File: config.mk
export PLATFORM = sky130hd
export DESIGN_NAME = jt1943_objdma_ctrl
export DESIGN_NICKNAME = d
export VERILOG_FILES = /design/src/rtl/jt1943_objdma_ctrl.sv
export SDC_FILE = /design/constraint.sdc
export NUM_CORES = 1
export LEC_CHECK = 0
export ABC_CLOCK_PERIOD_IN_PS = 4290
export CAP_MARGIN = 20
export CORE_MARGIN = 8
export CORE_UTILIZATION = 65
export CTS_CLUSTER_SIZE = 30
export DETAILED_ROUTE_END_ITERATION = 7
export DONT_BUFFER_PORTS = 1
export PLACE_DENSITY = 0.81
export SLEW_MARGIN = 5
export SYNTH_ARGS = -nofsm -noshare
export SYNTH_HDL_FRONTEND = slang
export SYNTH_SLANG_ARGS = --single-unit
export TNS_END_PERCENT = 1
File: constraint.sdc
create_clock -name clk -period 4.29 [get_ports clk]
set_input_delay 0.858 -clock clk [delete_from_list [all_inputs] [get_ports clk]]
set_output_delay 0.858 -clock clk [all_outputs]
set_load 0.01 [all_outputs]
File: src/rtl/jt1943_objdma_ctrl.sv
// rtl/jt1943_objdma_ctrl.sv - sprite-table DMA sequencer, CPU object RAM to scan RAM once per frame
// Optional pause gating of the transfer start: JT1943_OBJDMA_PAUSE_EN
module jt1943_objdma_ctrl #(
    parameter int            AW     = 9,
    parameter logic [AW-1:0] OBJMAX = 9'h1FF
)(
    input  logic          clk,
    input  logic          rst_n,
    input  logic          cen6,
    input  logic          LVBL,
    input  logic          OKOUT,
    input  logic          pause,
    output logic          bus_req,
    input  logic          bus_ack,
    output logic          blen,
    output logic [AW-1:0] dma_addr,
    input  logic [7:0]    DB,
    output logic          ram_we,
    output logic [7:0]    ram_din,
    output logic [AW-1:0] ram_waddr,
    output logic          dma_done,
    output logic          dma_abort
);

    localparam logic [1:0] IDLE  = 2'd0;
    localparam logic [1:0] REQ   = 2'd1;
    localparam logic [1:0] COPY  = 2'd2;
    localparam logic [1:0] FLUSH = 2'd3;

    logic [1:0] state;
    logic       lvbl_q;
    logic       ok_flag;
    logic       we_pend;
    logic       start_ok;
    logic       vb_edge;
    logic       vb_rise;
    logic       fetch;
    logic       start;

`ifdef JT1943_OBJDMA_PAUSE_EN
    assign start_ok = ~pause;
`else
    logic unused_pause;
    assign unused_pause = pause;
    assign start_ok     = 1'b1;
`endif

    assign vb_edge = lvbl_q & ~LVBL;
    assign vb_rise = ~lvbl_q & LVBL;
    assign start   = cen6 && state == IDLE && vb_edge && ok_flag && start_ok;

    // A blanking end cuts the fetch in the same slot; the already fetched byte still lands
    assign blen   = (state == COPY) && bus_ack && !vb_rise;
    assign fetch  = cen6 && blen;
    assign ram_we = we_pend & cen6;

    always_ff @(posedge clk or negedge rst_n) begin
        if (!rst_n) begin
            state     <= IDLE;
            lvbl_q    <= 1'b0;
            ok_flag   <= 1'b0;
            we_pend   <= 1'b0;
            bus_req   <= 1'b0;
            dma_addr  <= '0;
            ram_din   <= 8'd0;
            ram_waddr <= '0;
            dma_done  <= 1'b0;
            dma_abort <= 1'b0;
        end else begin
            // A new OKOUT beats the clear so a table posted during start is kept
            if (OKOUT)
                ok_flag <= 1'b1;
            else if (start)
                ok_flag <= 1'b0;

            if (cen6) begin
                lvbl_q    <= LVBL;
                dma_done  <= 1'b0;
                dma_abort <= 1'b0;
                we_pend   <= fetch;
                if (fetch) begin
                    ram_din   <= DB;
                    ram_waddr <= dma_addr;
                end

                case (state)
                    IDLE: begin
                        if (vb_edge && ok_flag && start_ok) begin
                            state   <= REQ;
                            bus_req <= 1'b1;
                        end
                    end
                    REQ: begin
                        if (vb_rise) begin
                            bus_req   <= 1'b0;
                            dma_abort <= 1'b1;
                            state     <= IDLE;
                        end else if (bus_ack) begin
                            state    <= COPY;
                            dma_addr <= '0;
                        end
                    end
                    COPY: begin
                        if (vb_rise) begin
                            bus_req   <= 1'b0;
                            dma_abort <= 1'b1;
                            state     <= IDLE;
                        end else if (bus_ack) begin
                            if (dma_addr == OBJMAX)
                                state <= FLUSH;
                            else
                                dma_addr <= dma_addr + AW'(1);
                        end
                    end
                    default: begin
                        bus_req  <= 1'b0;
                        dma_done <= 1'b1;
                        state    <= IDLE;
                    end
                endcase
            end
        end
    end

endmodule

==> run_results.csv <==
group,metric,value,unit
cells_and_area,syn_to_final_growth,4.56,%
floorplan,die_x,65.5,µm
routing,routedWlPerCell,17.8,µm
run_status,outcome,"completed",
critical_path,worstSetupStartpointType,"register",
power_and_ir_drop,total_power,1.03,mW
cells_and_area,final_core_util,69.7,%
critical_path,crit_end,"blen",
sta,hold_ws,0.197,ns
clocking,numCtsBuffers,5,
floorplan,die-area,0.00429,mm²
power_and_ir_drop,p_switching,0.384,mW
routing,final_antenna_net_count,0,
power_and_ir_drop,powerDensity,621,mW/mm²
critical_path,rr_worst_depth,9,
critical_path,worstPathCellList,"inv_1, ha_1, and3_1",
routing,drt_iter0_drc,27,
power_and_ir_drop,comb_power_share,25.1,%
job,drv_cap,0,
clocking,clock_sinks,34,
clocking,clock_path_buffers,2,
sta,relSlewSlack,60.1,%
min_path,hp-class,"in -> async",
sta,worst_pin_slew,0.599,ns
floorplan,start_util,66.7,%
synthesis,async_reset_ff_share,100,%
sta,drv_slew,0,
critical_path,r2r_slack,1.91,ns
cells_and_area,finalNetCount,152,
critical_path,slowest_stage,"ha_1",
synthesis,synth_seq_cells,34,
routing,vias,990,
global_route,grt_overflow,0,
sta,rsz0062_at_grt,"no",
synthesis,synthTopCellsByCount,"dfrtp_1, mux2_2, nand2_1, nand3_1, ha_1",
critical_path,crit_buf_inv,1,
power_and_ir_drop,clock_power_share,17.9,%
floorplan,die_h,65.5,µm
critical_path,timing.rr.end,"dma_addr[5]$_DFFE_PN0P_",
critical_path,cp_top_family,"adder cells",
sta,finalCriticalPeriod,2.59,ns
critical_path,critPathLaunch,"state[0]$_DFFE_PN0P_",
clocking,htreeDepth,2,
cells_and_area,fillCellCount,162,
synthesis,postSynthCellCount,129,
sta,finalSetupViolCount,0,
routing,first_pass_iters,4,
global_route,grt_pass1_wl,4860,µm
synthesis,synth_top_area_share,53.5,%
synthesis,ys_seq_area_share,53.5,%
place,numPortBuffers,0,
synthesis,yosys.area.top_type,"dfrtp_1",
synthesis,syn-num-nets,150,
synthesis,post-synth-top-count-cell,"dfrtp_1",
clocking,cts-root-buf,"clkbuf_4",
critical_path,arrival,1.73,ns
power_and_ir_drop,p_leak,0.768,nW
synthesis,synth_edf_count,0,
power_and_ir_drop,power.internal,0.649,mW
cells_and_area,antenna_cells,0,
critical_path,worst-setup-path-type,"reg -> out",
clocking,cts_tree,"built",
routing,drc_errors,0,
global_route,grt_max_degree,35,
synthesis,synth_area_leaders,"dfrtp_1, mux2_2, ha_1",
power_and_ir_drop,ir_worst_vdd,0.000502,V
power_and_ir_drop,pwr-share-seq,57.1,%
floorplan,fp-row-count,18,
sta,fin_crit_sh,60.4,%
synthesis,syn_area,0.00159,mm²
synthesis,avgSynthCellArea,12.3,µm²
cells_and_area,drive_gt1_share,25.8,%
critical_path,cp.required,3.43,ns
clocking,cts_hold_buf,0,
global_route,first_global_vias,1028,
sta,clock.fmax,386,MHz
global_route,grt_use_total,15.0,%
sta,clock_skew,0.00974,ns
power_and_ir_drop,switching_share,37.1,%
critical_path,cp.depth,3,
place,dp_hpwl,2090,µm
critical_path,reg2reg_from,"dma_addr[0]$_DFFE_PN0P_",
clocking,worst_skew_pair.late_latency,0.34,ns
place,globalplace.congestion,0.788,
sta,fin_tns_setup,0,ns
floorplan,coreArea,0.00239,mm²
critical_path,cpPeakStageDelay,0.55,ns
routing,drt_wl_total,2890,µm
routing,vias_per_cell,6.11,
clocking,post_cts_buffers,0,
clocking,cts_resized,0,
critical_path,endpoint_kind,"primary output",
synthesis,yosysWarnings,0,
global_route,antenna_found_initial,0,
critical_path,crit_path_max_fanout,15,
synthesis,synthFlopType,"dfrtp_1",
floorplan,io_pins,46,
synthesis,synthDistinctLibCells,32,
sta,hold_violations,0,
clocking,clk_pin_slew,0.11,ns
-- kinds of logic (layout without fill, tap and decap cells) --
kind of cell / Yosys count / count (layout) / synth area share [%]
flip-flops: 34 / 34 / 53.5
buffers and inverters: 10 / 13 / 2.99
AND/OR/NAND/NOR: 39 / 39 / 13.7
multiplexers: 23 / 23 / 16.3
adder cells (fa/ha/maj): 6 / 6 / 4.72
AO/OA/AOI/OAI: 17 / 17 / 8.89
-- final cells by class --
cell class                 count  area [µm²]  share of cell area [%]
clock buffer                   6        51.3                    3.08
clock inverter                 2        12.5                   0.752
inverter                       5        18.8                    1.13
multi-input combinational     85         693                    41.7
sequential                    34         851                    51.1
tap                           30        37.5                    2.26
-- worst reg2reg max path, delay by kind of cell (launching register included) --
family / cells / cell delay, ns
AOI/OAI and AO/OA: 1 / 0.23
adders and majority gates: 2 / 0.48
DFF: 1 / 0.48
and+or+nand+nor: 6 / 1.14
-- layout by cell type (no fill, tap or decap), types with 2 or more instances in the layout --
master | Yosys | layout
dfrtp_1 | 34 | 34
mux2_2 | 23 | 23
nand2_1 | 10 | 10
nand3_1 | 8 | 8
ha_1 | 6 | 6
nor2_1 | 5 | 5
inv_1 | 5 | 5
clkbuf_4 | 0 | 5
and3_1 | 4 | 4
and2_1 | 2 | 2
nand3b_1 | 2 | 2
o221ai_1 | 2 | 2
a22o_1 | 2 | 2
o21ai_0 | 2 | 2
nor2b_1 | 2 | 2
a21oi_1 | 2 | 2
or4_1 | 2 | 2
-- power groups by stage --
| stage | sequential [mW] | clock [mW] | combinational [mW] |
|---|---|---|---|
| after global routing | 0.611 | 0.207 | 0.289 |
| final | 0.589 | 0.184 | 0.259 |
| after detailed placement | 0.600 | 0 | 0.259 |
| after floorplan | 0.562 | 0 | 0.227 |
| after CTS | 0.593 | 0.187 | 0.264 |
| after global placement | 0.593 | 0 | 0.245 |
-- metrics by stage --
step	worst slack, ns	area (µm²)	std cells
6_report	1.70	1660	162
3_3_place_gp	1.97	1600	154
2_1_floorplan	2.15	1590	129
4_1_cts	1.68	1660	162
3_5_place_dp	1.91	1600	154
5_1_grt	1.58	1660	162
-- layer usage --
| metal | up-vias | part of all wire, % | GRT usage (%) | routed length, µm |
|---|---|---|---|---|
| met5 | - | 0 | 0 | 0 |
| met2 | 33 | 45 | 23.1 | 1310 |
| met4 | 0 | 1.8 | 6.54 | 52 |
| li1 | 469 | - | - | - |
| met1 | 483 | 40 | 15.2 | 1160 |
| met3 | 5 | 13 | 10.7 | 364 |
-- how the worst min path moves through the flow --
stage,from,to,slack [ns],cells after the start
finish,rst_n,ram_waddr[6]$_DFFE_PN0P_,0.20,0
global route,rst_n,dma_addr[1]$_DFFE_PN0P_,0.16,0
CTS,rst_n,dma_addr[1]$_DFFE_PN0P_,0.19,0
detailed placement,ok_flag$_DFFE_PN0P_,ok_flag$_DFFE_PN0P_,0.47,1
global placement,ok_flag$_DFFE_PN0P_,ok_flag$_DFFE_PN0P_,0.46,1
floorplan,ok_flag$_DFFE_PN0P_,ok_flag$_DFFE_PN0P_,0.45,1
-- state kept, by name (all words and copies together), names as in the netlist --
| register | count |
|---|---|
| bus_req | 1 |
| dma_abort | 1 |
| dma_addr | 9 |
| dma_done | 1 |
| lvbl_q | 1 |
| ok_flag | 1 |
| ram_din | 8 |
| ram_waddr | 9 |
| state | 2 |
| we_pend | 1 |
Note: power is estimated with default switching activity, not from simulation.
